<file path="src/rtl/det_patgen_runner.sv">
// BIST sequencer for a deterministic pattern generator and an SRAM under test.
// Steps the generator, registers its operations onto the SRAM port, compares
// read data against the generator's check word after the read latency, and
// holds pass/fail, a saturating error count and the first failing access.
module det_patgen_runner #(
    parameter int ADDR_WIDTH   = 5,
    parameter int DATA_WIDTH   = 32,
    parameter int MASK_WIDTH   = 4,
    parameter int READ_LATENCY = 1,
    parameter int ERR_WIDTH    = 8
) (
    input  logic                  clk,
    input  logic                  rstb,
    input  logic                  start,
    output logic                  pg_en,
    output logic                  pg_rst,
    input  logic [ADDR_WIDTH-1:0] pg_addr,
    input  logic [DATA_WIDTH-1:0] pg_data,
    input  logic [DATA_WIDTH-1:0] pg_check,
    input  logic [MASK_WIDTH-1:0] pg_wmask,
    input  logic                  pg_we,
    input  logic                  pg_re,
    input  logic                  pg_done,
    output logic                  sram_ce,
    output logic                  sram_we,
    output logic [ADDR_WIDTH-1:0] sram_addr,
    output logic [DATA_WIDTH-1:0] sram_din,
    output logic [MASK_WIDTH-1:0] sram_wmask,
    input  logic [DATA_WIDTH-1:0] sram_dout,
    output logic                  busy,
    output logic                  done,
    output logic                  pass,
    output logic                  proto_err,
    output logic [ERR_WIDTH-1:0]  err_count,
    output logic [ADDR_WIDTH-1:0] fail_addr,
    output logic [DATA_WIDTH-1:0] fail_expected,
    output logic [DATA_WIDTH-1:0] fail_actual
);

    typedef enum logic [2:0] {
        StIdle,
        StPgRst,
        StRun,
        StDrain,
        StDone
    } state_e;

    state_e state_q, state_d;

    logic pg_rst_q;

    logic                  sram_ce_q;
    logic                  sram_we_q;
    logic [ADDR_WIDTH-1:0] sram_addr_q;
    logic [DATA_WIDTH-1:0] sram_din_q;
    logic [MASK_WIDTH-1:0] sram_wmask_q;

    // Check pipeline: stage 0 is loaded on the issue edge, the last stage is
    // compared against sram_dout on the following edge.
    logic [READ_LATENCY-1:0] pipe_vld_q;
    logic [ADDR_WIDTH-1:0]   pipe_addr_q [READ_LATENCY];
    logic [DATA_WIDTH-1:0]   pipe_chk_q  [READ_LATENCY];

    logic                  proto_err_q;
    logic [ERR_WIDTH-1:0]  err_count_q;
    logic                  fail_seen_q;
    logic [ADDR_WIDTH-1:0] fail_addr_q;
    logic [DATA_WIDTH-1:0] fail_expected_q;
    logic [DATA_WIDTH-1:0] fail_actual_q;

    logic issue;
    logic push;
    logic cmp_vld;
    logic mismatch;
    logic pend_after;

    // Operation issue and check-push qualifiers.
    always_comb begin
        issue    = (state_q == StRun) && !pg_done;
        // A simultaneous read+write is executed as a write, so no check is queued.
        push     = issue && pg_re && !pg_we;
        cmp_vld  = pipe_vld_q[READ_LATENCY-1];
        mismatch = cmp_vld && (sram_dout != pipe_chk_q[READ_LATENCY-1]);
    end

    // Any valid stage other than the one being consumed this edge keeps DRAIN alive.
    always_comb begin
        pend_after = 1'b0;
        for (int i = 0; i < READ_LATENCY - 1; i++) begin
            pend_after = pend_after | pipe_vld_q[i];
        end
    end

    // FSM next-state.
    always_comb begin
        state_d = state_q;
        case (state_q)
            StIdle:  if (start) state_d = StPgRst;
            StPgRst: state_d = StRun;
            StRun:   if (pg_done) state_d = StDrain;
            StDrain: if (!pend_after) state_d = StDone;
            StDone:  if (start) state_d = StPgRst;
            default: state_d = StIdle;
        endcase
    end

    // FSM state register; pg_rst is registered so it is high through reset
    // and for exactly the PGRST cycle.
    always_ff @(posedge clk or negedge rstb) begin
        if (!rstb) begin
            state_q  <= StIdle;
            pg_rst_q <= 1'b1;
        end else begin
            state_q  <= state_d;
            pg_rst_q <= (state_d == StPgRst);
        end
    end

    // SRAM port registers; address/data hold while nothing is issued.
    always_ff @(posedge clk or negedge rstb) begin
        if (!rstb) begin
            sram_ce_q    <= 1'b0;
            sram_we_q    <= 1'b0;
            sram_addr_q  <= '0;
            sram_din_q   <= '0;
            sram_wmask_q <= '0;
        end else begin
            sram_ce_q <= issue && (pg_we || pg_re);
            sram_we_q <= issue && pg_we;
            if (issue) begin
                sram_addr_q  <= pg_addr;
                sram_din_q   <= pg_data;
                sram_wmask_q <= pg_wmask;
            end
        end
    end

    // Check pipeline shift register.
    always_ff @(posedge clk or negedge rstb) begin
        if (!rstb) begin
            pipe_vld_q <= '0;
            for (int i = 0; i < READ_LATENCY; i++) begin
                pipe_addr_q[i] <= '0;
                pipe_chk_q[i]  <= '0;
            end
        end else if (state_q == StPgRst) begin
            pipe_vld_q <= '0;
        end else begin
            pipe_vld_q[0]  <= push;
            pipe_addr_q[0] <= pg_addr;
            pipe_chk_q[0]  <= pg_check;
            for (int i = 1; i < READ_LATENCY; i++) begin
                pipe_vld_q[i]  <= pipe_vld_q[i-1];
                pipe_addr_q[i] <= pipe_addr_q[i-1];
                pipe_chk_q[i]  <= pipe_chk_q[i-1];
            end
        end
    end

    // Result registers: cleared in PGRST, updated on mismatches and protocol errors.
    always_ff @(posedge clk or negedge rstb) begin
        if (!rstb) begin
            proto_err_q     <= 1'b0;
            err_count_q     <= '0;
            fail_seen_q     <= 1'b0;
            fail_addr_q     <= '0;
            fail_expected_q <= '0;
            fail_actual_q   <= '0;
        end else if (state_q == StPgRst) begin
            proto_err_q     <= 1'b0;
            err_count_q     <= '0;
            fail_seen_q     <= 1'b0;
            fail_addr_q     <= '0;
            fail_expected_q <= '0;
            fail_actual_q   <= '0;
        end else begin
            if (issue && pg_we && pg_re) begin
                proto_err_q <= 1'b1;
            end
            if (mismatch) begin
                if (err_count_q != {ERR_WIDTH{1'b1}}) begin
                    err_count_q <= err_count_q + 1'b1;
                end
                if (!fail_seen_q) begin
                    fail_seen_q     <= 1'b1;
                    fail_addr_q     <= pipe_addr_q[READ_LATENCY-1];
                    fail_expected_q <= pipe_chk_q[READ_LATENCY-1];
                    fail_actual_q   <= sram_dout;
                end
            end
        end
    end

    // Status and output mapping.
    always_comb begin
        pg_en         = issue;
        pg_rst        = pg_rst_q;
        busy          = (state_q == StPgRst) || (state_q == StRun) || (state_q == StDrain);
        done          = (state_q == StDone);
        pass          = done && (err_count_q == '0) && !proto_err_q;
        sram_ce       = sram_ce_q;
        sram_we       = sram_we_q;
        sram_addr     = sram_addr_q;
        sram_din      = sram_din_q;
        sram_wmask    = sram_wmask_q;
        proto_err     = proto_err_q;
        err_count     = err_count_q;
        fail_addr     = fail_addr_q;
        fail_expected = fail_expected_q;
        fail_actual   = fail_actual_q;
    end

endmodule

</file>
<file path="config.mk">
export PLATFORM = sky130hd
export DESIGN_NAME = det_patgen_runner
export DESIGN_NICKNAME = d
export VERILOG_FILES = /design/src/rtl/det_patgen_runner.sv
export SDC_FILE = /design/constraint.sdc
export NUM_CORES = 1
export LEC_CHECK = 0
export CAP_MARGIN = 5
export CORE_MARGIN = 10
export CORE_UTILIZATION = 45
export DETAILED_ROUTE_END_ITERATION = 16
export GPL_ROUTABILITY_DRIVEN = 0
export GPL_TIMING_DRIVEN = 0
export PLACE_DENSITY = 0.79
export SLEW_MARGIN = 20
export SYNTH_ARGS = -nofsm -noshare
export SYNTH_HDL_FRONTEND = slang
export SYNTH_SLANG_ARGS = --single-unit
</file>
<file path="constraint.sdc">
create_clock -name clk -period 3.3 [get_ports clk]
set_input_delay 0.33 -clock clk [delete_from_list [all_inputs] [get_ports clk]]
set_output_delay 0.33 -clock clk [all_outputs]
set_load 0.01 [all_outputs]
</file>
Yosys cells after proc, flatten, opt, wreduce, memory -nomap -nowiden

Index checks and enable logic that the tools add are counted.

Add/subtract/negate cells: 1
Equal/unequal tests: 8
Muxes and demuxes: 20
Reductions and logical operators: 23

Operators with widths:

| kind                | count |
|---|---|
| $mux 32             | 6 |
| $ne 32x32->1        | 1 |
| $mux 8              | 3 |
| $mux 5              | 3 |
| $pmux 3 s4          | 1 |
| $logic_and 1x1->1   | 9 |
| $add 8x1->8 const B | 1 |
| $logic_not 8->1     | 1 |
| $ne 8x8->1 const B  | 1 |
| $eq 3x1->1 const B  | 2 |
| $eq 3x2->1 const B  | 2 |
| $mux 3              | 2 |
| $reduce_bool 2->1   | 3 |
| $mux 1              | 5 |
| $reduce_and 2->1    | 2 |
| $eq 3x3->1 const B  | 1 |
| $logic_not 1->1     | 3 |
| $logic_not 3->1     | 1 |
| $logic_or 1x1->1    | 3 |
| $ne 2x1->1 const B  | 1 |
| $reduce_or 2->1     | 1 |

Bits in registers: 164
Input bits: 111
Output and inout port bits: 126
Logic and storage cells: 68

Longest topological paths before layout

Gate-level depths: netlist of run 1.

Depth after elaboration: 6
Depth in mapped cells: 9
Gate-level depth less buffers: 7

Least setup slack after synthesis of run 1

Ideal clock, no wire load.

Path type: register -> register
Start point: reg err_count_q[0], in the netlist err_count[0]
End point: reg err_count_q[2], in the netlist err_count[2]
Setup time: 0.120 ns
Arrival time: 1.761 ns
Required time: 3.180 ns
Path slack: 1.419 ns
Stages on the path, launching flop included: 9
Path buffers: 1
Clock period less this slack: 1.881 ns
Cell sequence: dfrtp_1 > ha_1 > and3_1 > nand3_1 > nand2_1 > a21oi_1 > clkbuf_1 > a21oi_1 > a31o_2

Word-level cells in the longest chain between the ends: 4
Elaborated cells on any way between the ends: 7
Classes of those cells: 1 x add/sub; 1 x eq/ne; 3 x mux; 2 x reduce/logical

Ends and longest elaborated chain:

| element                  | RTL line | source |
|---|---|---|
| start: declaration       | 65       | `logic [ERR_WIDTH-1:0] err_count_q;` |
| start signal: assignment | 182      | `err_count_q <= err_count_q + 1'b1;` |
| $add 8x1->8              | 182      |  |
| $mux 8                   | 181      | `if (err_count_q != {ERR_WIDTH{1'b1}}) begin` |
| $mux 8                   | 180      | `if (mismatch) begin` |
| $mux 8                   | 169      | `end else if (state_q == StPgRst) begin` |

Parallel ways exist; a longest one is shown, timed or not. The select of a mux whose other input is x is not followed.
A chain may end at the register's enable or synchronous reset.

Worst setup path in the final report of run 1

Start point: reg state_q[1]
End point: out pg_en

Word-level cells in the longest chain between the ends: 2

Ends and longest elaborated chain:

| element                  | RTL line | source |
|---|---|---|
| start: declaration       | 48       | `state_e state_q, state_d;` |
| start signal: assignment | 111      | `state_q <= StIdle;` |
| start signal: assignment | 114      | `state_q <= state_d;` |
| $eq 3x2->1               | 79       | `issue = (state_q == StRun) && !pg_done;` |
| $logic_and 1x1->1        | 79       |  |
| end: declaration         | 15       | `output logic pg_en,` |

No other way between the ends.

==> results of run 1 <==
==> cell type report <==
class,count,share of cell area
flip-flops and latches,164,0.404
well taps,188,0.0232
inverters,4,0.00148
diodes,1,0.000247
clock inverters,10,0.0128
repair buffers,238,0.237
multi-input cells,465,0.254
plain buffers,46,0.0214
clock buffers,22,0.0457
==> sequential cells by signal, indices dropped and copies added (netlist names), 3 cells and up <==
register,flops
fail_actual,32
fail_expected,32
pipe_chk_q,32
sram_din,32
err_count,8
fail_addr,5
pipe_addr_q,5
sram_addr,5
sram_wmask,4
state_q,3
==> path summary, 6_finish.rpt <==
check,from,to,cells after the start
worst max register to register,pipe_chk_q[25]$_DFFE_PN0N_,fail_expected[0]$_DFFE_PN0P_,7
worst max-delay path,state_q[1]$_DFF_PN0_,pg_en,5
min in group asynchronous,rstb,fail_actual[18]$_DFFE_PN0P_,2
worst min-delay path,pg_check[3],pipe_chk_q[3]$_DFFE_PN0N_,3
worst min register to register,pipe_addr_q[3]$_DFFE_PN0N_,pipe_addr_q[3]$_DFFE_PN0N_,2
max in group asynchronous,rstb,sram_din[21]$_DFFE_PN0N_,3
==> layer usage <==
layer,up-vias,global-route usage
met1,2801,0.258
met3,34,0.0980
met5,-,0
li1,2793,-
met2,225,0.339
met4,2,0.0860
==> logic make-up (layout without fill, tap and decap cells) <==
family,count (synthesis),in the layout,synth area share
compound gates,85,85,0.0659
xor+xnor,34,34,0.0431
fa+ha+maj,2,2,0.00362
buf+inv,50,320,0.0337
flops,164,164,0.594
mux,43,43,0.0697
other cells,0,1,0
simple gates,301,301,0.190
==> through the flow <==
step                      instances  utilization  hold WS (ns)  setup slack, ns  area, um^2
final                          1138        0.670         0.434            0.587       10200
after global routing           1137        0.670         0.446            0.333       10100
after CTS                      1137        0.670         0.415            0.531       10100
after detailed placement       1104        0.630         0.356            0.422        9540
after global placement         1103        0.628         0.449            -5.00        9510
after floorplan                 679            -        0.0344             1.42        6910
==> timing repair <==
action / 4_1_cts / 5_1_grt
hold endpoints to repair: 78 / 0
hold buffers: 1 / 0
setup endpoints to repair: 0 / 0
==> power breakdown <==
part / internal, mW / switching [mW]
Sequential: 2.83 / 0.538
Combinational: 1.96 / 1.85
Clock: 1.22 / 0.779
==> worst max-delay path: stages (launching register included) <==
cell and delay, ns:
dfrtp_1 0.43, nor2b_1 0.23, nor3b_1 0.20, buf_2 0.27, buf_2 0.27, clkdlybuf4s50_1 0.57
==> cells in the final DEF (no fill, tap or decap), drive strengths merged, types with 2 or more instances in the layout <==
master / netlist / routed
and2: 3 / 3
nor2: 9 / 9
clkdlybuf4s50: 0 / 235
bufinv: 0 / 3
o21ai: 70 / 70
and3: 4 / 4
clkinvlp: 0 / 2
mux2i: 2 / 2
a21oi: 5 / 5
a31oi: 2 / 2
nand2b: 2 / 2
nand3: 71 / 71
a31o: 2 / 2
o21a: 2 / 2
buf: 16 / 18
nand4: 10 / 10
dfrtp: 163 / 163
clkinv: 0 / 5
xnor2: 34 / 34
inv: 4 / 4
nor3: 2 / 2
nor4: 3 / 3
nand2: 190 / 190
ha: 2 / 2
mux2: 41 / 41
nor3b: 2 / 2
nor2b: 2 / 2
clkbuf: 30 / 52
==> impl_metrics.csv, run 1 <==
group,metric,value,unit
outcome,status,"finished, final reports clean",
pwr,ir_drop,0.486,mV
cells_and_area,multi_input_area,2580,um^2
yosys,syn_area_per_cell,10.2,um^2
yosys,yosys-top-cells-area,"dfrtp_1 (59%), nand2_1 (10%), mux2_2 (6.7%)",
placement,io_buffer_count,236,
yosys,yosys.cell_count.top_type,"nand2_1",
clocking,postCtsSetupBuffers,0,
timing,layout_worst_path_cycle_share,0.822,
grt,grt_pass1_vias,6122,
worst_setup_path,arrival,2.38,ns
grt,track_usage,0.218,
worst_setup_path,required,2.97,ns
floorplan,coreArea,15100,um^2
yosys,ys_warn_count,0,
route,drt-wirelength-per-cell,19.3,um
route,drt_pass1_iterations,6,
grt,antenna_found_initial,2,
placement,place_hpwl,16600,um
clocking,cts_resized,0,
timing,min_period,2.71,ns
grt,grt.overflow.total,0,
timing,slew_headroom,0.358,
worst_setup_path,setup.worst_path.start_class,"flip-flop",
floorplan,io_pins,237,
clocking,cts_tree,"yes",
route,num_vias,5855,
cells_and_area,nFillCells,1206,
worst_setup_path,crit_type,"reg2out",
grt,grt_max_degree,86,
route,met3WireLength,2510,um
clocking,clk-insertion-delay-late,0.42,ns
floorplan,fp-row-count,45,
yosys,synthArstFlopShare,1.00,
yosys,yosysUniqueCellTypes,35,
route,drtIter0Drc,363,
floorplan,start_util,0.457,
timing,hold_viol,0,
cells_and_area,area_growth,46.8,%
clocking,cts.sinks,164,
timing,finalSetupViolations,0,
yosys,synth_ff_type,"dfrtp_1",
grt,grt_pass1_wl,34400,um
clocking,path_clk_slew,0.06,ns
timing,rsz0062_at_grt,"no",
pwr,power,9.18,mW
clocking,htree_levels,4,
worst_setup_path,endpoint_kind,"output pin",
route,drt-met1-wl,8750,um
route,wl_met2,10200,um
floorplan,die_w,144,um
floorplan,die_height,144,um
yosys,synth_common_cells,"nand2_1 (190), dfrtp_1 (163), nand3_1 (71)",
route,maxUsedRoutingLayer,"met5",
pwr,p_leak,4.53,nW
yosys,yosys.area.top_type,"dfrtp_1",
worst_setup_path,worstPathMaxFanout,10,
timing,setup_tns,0,ns
yosys,synth_cells,679,
timing,tightestPinTransition,0.962,ns
yosys,syn-num-nets,792,
route,route.detailed.drc,0,
min_path,hp-class,"in2reg",
cells_and_area,fin_nets,1049,
yosys,ys_seq_elements,164,
cells_and_area,seq_area,4110,um^2
cells_and_area,drive_gt1_frac,0.100,
yosys,yosys.area.top_type_share,0.590,
clocking,clockRootBuffer,"clkbuf_16",
route,drt-vias-per-instance,5.14,
worst_setup_path,rrSetupSlack,0.80,ns
route,drt-total-wl,22000,um
timing,skew,0.00663,ns
yosys,seq_area_frac_synth,0.594,
timing,finalMaxSlewViolations,0,
clocking,numCtsBuffers,17,
yosys,synth.cell_area,6910,um^2
yosys,synth_edf_count,0,
floorplan,dieArea,20700,um^2
clocking,clockBufferDepth,2,
run,maxCapViolCount,0,
timing,fmax,0.369,GHz
pwr,p_per_area,904,nW/um^2
route,ant_nets,0,
Note: power is estimated with default switching activity, not from simulation.
==> run 2, diff against run 1 <==
- clock period: 3.3 -> 2.8 ns (I/O delays scaled with it)
==> run 2 against run 1 <==
Net effect:
- hold slack got worse by 0.050 ns
- setup slack got worse by 0.35 ns
- die area did not move
- highest routed layer unchanged
- largest cell class unchanged
- cell count did not move
- power rose by 18%
- critical path type unchanged
==> impl_metrics.csv, run 2 (same netlist as run 1, synthesis figures left out) <==
group,metric,value,unit
outcome,status,"finished, final reports clean",
grt,grtUsageMet3,0.0980,
cells_and_area,nFillCells,1208,
clocking,clockRootBuffer,"clkbuf_16",
worst_setup_path,crit_chain,"nor2b_2 -> nor3b_1 -> clkbuf_4 -> clkbuf_4 -> clkdlybuf4s50_1",
grt,grt.overflow.total,0,
pwr,p_int,7.09,mW
clocking,cts.sinks,164,
floorplan,die_w,144,um
floorplan,start_util,0.457,
timing,fmax,0.390,GHz
timing,holdWs,0.384,ns
pwr,ir_drop,0.573,mV
worst_setup_path,cpPeakStageDelay,0.56,ns
pwr,combinationalPowerShare,0.415,
grt,antenna_found_initial,2,
clocking,clockBufferDepth,2,
min_path,hp-class,"in2reg",
route,drt-wirelength-per-cell,19.3,um
worst_setup_path,setup.worst_path.start_class,"flip-flop",
floorplan,dieArea,20700,um^2
worst_setup_path,crit_top_cell,"clkbuf_4",
run,maxCapViolCount,0,
worst_setup_path,cp_num_buf_inv,3,
timing,skew,0.00673,ns
clocking,postCtsSetupBuffers,0,
grt,track_usage,0.218,
grt,grt_pass1_wl,34400,um
cells_and_area,drive_gt1_frac,0.101,
clocking,numCtsBuffers,17,
clocking,clk-insertion-delay-late,0.42,ns
cells_and_area,area_growth,46.9,%
route,drt-vias-per-instance,5.16,
cells_and_area,fin_nets,1049,
timing,tightestPinTransition,0.934,ns
route,drtIter0Drc,376,
min_path,holdCritStartpoint,"pg_check[3]",
pwr,p_leak,4.53,nW
grt,use_met1,0.258,
worst_setup_path,worstPathMaxFanout,10,
cells_and_area,final_common_cell,"clkdlybuf4s50_1",
pwr,pwr-share-seq,0.367,
grt,grt_pass1_vias,6122,
worst_setup_path,reg2reg_from,"pipe_chk_q[25]$_DFFE_PN0N_",
timing,hold_viol,0,
worst_setup_path,required,2.52,ns
timing,finalSetupViolations,0,
timing,min_period,2.56,ns
placement,post-place-ws,-0.0285,ns
placement,io_buffer_count,236,
floorplan,fp-row-count,45,
worst_setup_path,crit_type,"reg2out",
grt,grt_use_met2,0.339,
grt,grt_max_degree,86,
clocking,cts_tree,"yes",
route,ant_nets,0,
floorplan,io_pins,237,
worst_setup_path,worstSetupStartpoint,"state_q[1]$_DFF_PN0_",
floorplan,coreArea,15100,um^2
route,drt_pass1_iterations,5,
pwr,power,10.8,mW
cells_and_area,seq_area,4110,um^2
timing,layout_worst_path_cycle_share,0.915,
route,num_vias,5873,
timing,setup_ws,0.237,ns
pwr,p_switching,3.73,mW
pwr,p_clk_frac,0.218,
route,drt-total-wl,22000,um
cells_and_area,final_cell_mix,"clkdlybuf4s50_1 (235), nand2_1 (190), dfrtp_1 (163), nand3_1 (71), mux2_2 (41)",
placement,place_hpwl,16600,um
timing,slew_headroom,0.376,
worst_setup_path,endpoint_kind,"output pin",
timing,finalMaxSlewViolations,0,
worst_setup_path,critPathSlowestCell,"clkdlybuf4s50_1",
route,route.detailed.drc,0,
clocking,htree_levels,4,
pwr,swShare,0.345,
floorplan,die_height,144,um
clocking,path_clk_slew,0.06,ns
pwr,p_per_area,1070,nW/um^2
worst_setup_path,arrival,2.28,ns
cells_and_area,multi_input_area,2580,um^2
timing,rsz0062_at_grt,"no",
worst_setup_path,cp_top_family,"buffers and inverters",
grt,globalRoute.busiestLayer,"met2",
## run 2: cell count changes in the layout (fill, tap and decap cells not counted), sizes merged
cell,previous run,this run
clkbuf,52,54
buf,18,16
## run 2: metal layers
layer  share of wire  wire length [um]
met1            0.40              8720
met2            0.46             10200
met3            0.12              2540
met4           0.025               553
met5         0.00041                 9
## run 2: per-stage QoR
stage                     utilization  cell area [um^2]  setup TNS, ns  cells
after floorplan                     -              6910              0    679
after global placement          0.628              9510        -890.84   1103
after detailed placement        0.630              9540        -0.0793   1104
after CTS                       0.670             10100              0   1137
after global routing            0.671             10200              0   1137
final                           0.671             10200              0   1138
## run 2: path summary, 6_finish.rpt
| check | endpoint | slack, ns | cells after the start |
|---|---|---|---|
| max | pg_en | 0.24 | 5 |
| min | pipe_chk_q[3]$_DFFE_PN0N_ | 0.38 | 3 |
| max reg2reg | fail_expected[0]$_DFFE_PN0P_ | 0.31 | 7 |
| min reg2reg | pipe_addr_q[3]$_DFFE_PN0N_ | 0.47 | 2 |
| max in group asynchronous | sram_din[21]$_DFFE_PN0N_ | 1.53 | 3 |
| min in group asynchronous | fail_actual[18]$_DFFE_PN0P_ | 0.42 | 2 |
## run 2: cell type report
class	count	share of cell area
tap	188	0.0232
buffer	46	0.0219
inverter	4	0.00148
antenna	1	0.000246
clock inverter	10	0.0128
clock buffer	22	0.0457
timing repair buffer	238	0.237
multi-input combinational	465	0.254
sequential	164	0.404
## run 2: power groups by stage
stage,Sequential [mW],Combinational (mW),Clock (mW)
after global routing,4.12,4.93,2.50
after floorplan,4.25,1.79,0
after detailed placement,4.01,4.53,0
after CTS,3.98,4.56,2.42
after global placement,3.97,4.47,0
final,3.97,4.49,2.36
## run 2: what timing repair did
action / in CTS / in global routing
hold buffers: 1 / 0
gates resized for setup: 0 / 3
setup endpoints to repair: 0 / 1
endpoints found under the hold margin: 78 / 0
## run 2: tightest hold or removal path: stages
cell and delay (ns):
clkdlybuf4s50_1 0.39, nand2_1 0.05, nand2_1 0.04
==> run 3, diff against run 2 <==
- HOLD_SLACK_MARGIN: default -> 0.02
==> results of run 3 <==
No change in the layout: final DEF, timing and power equal those of run 2.
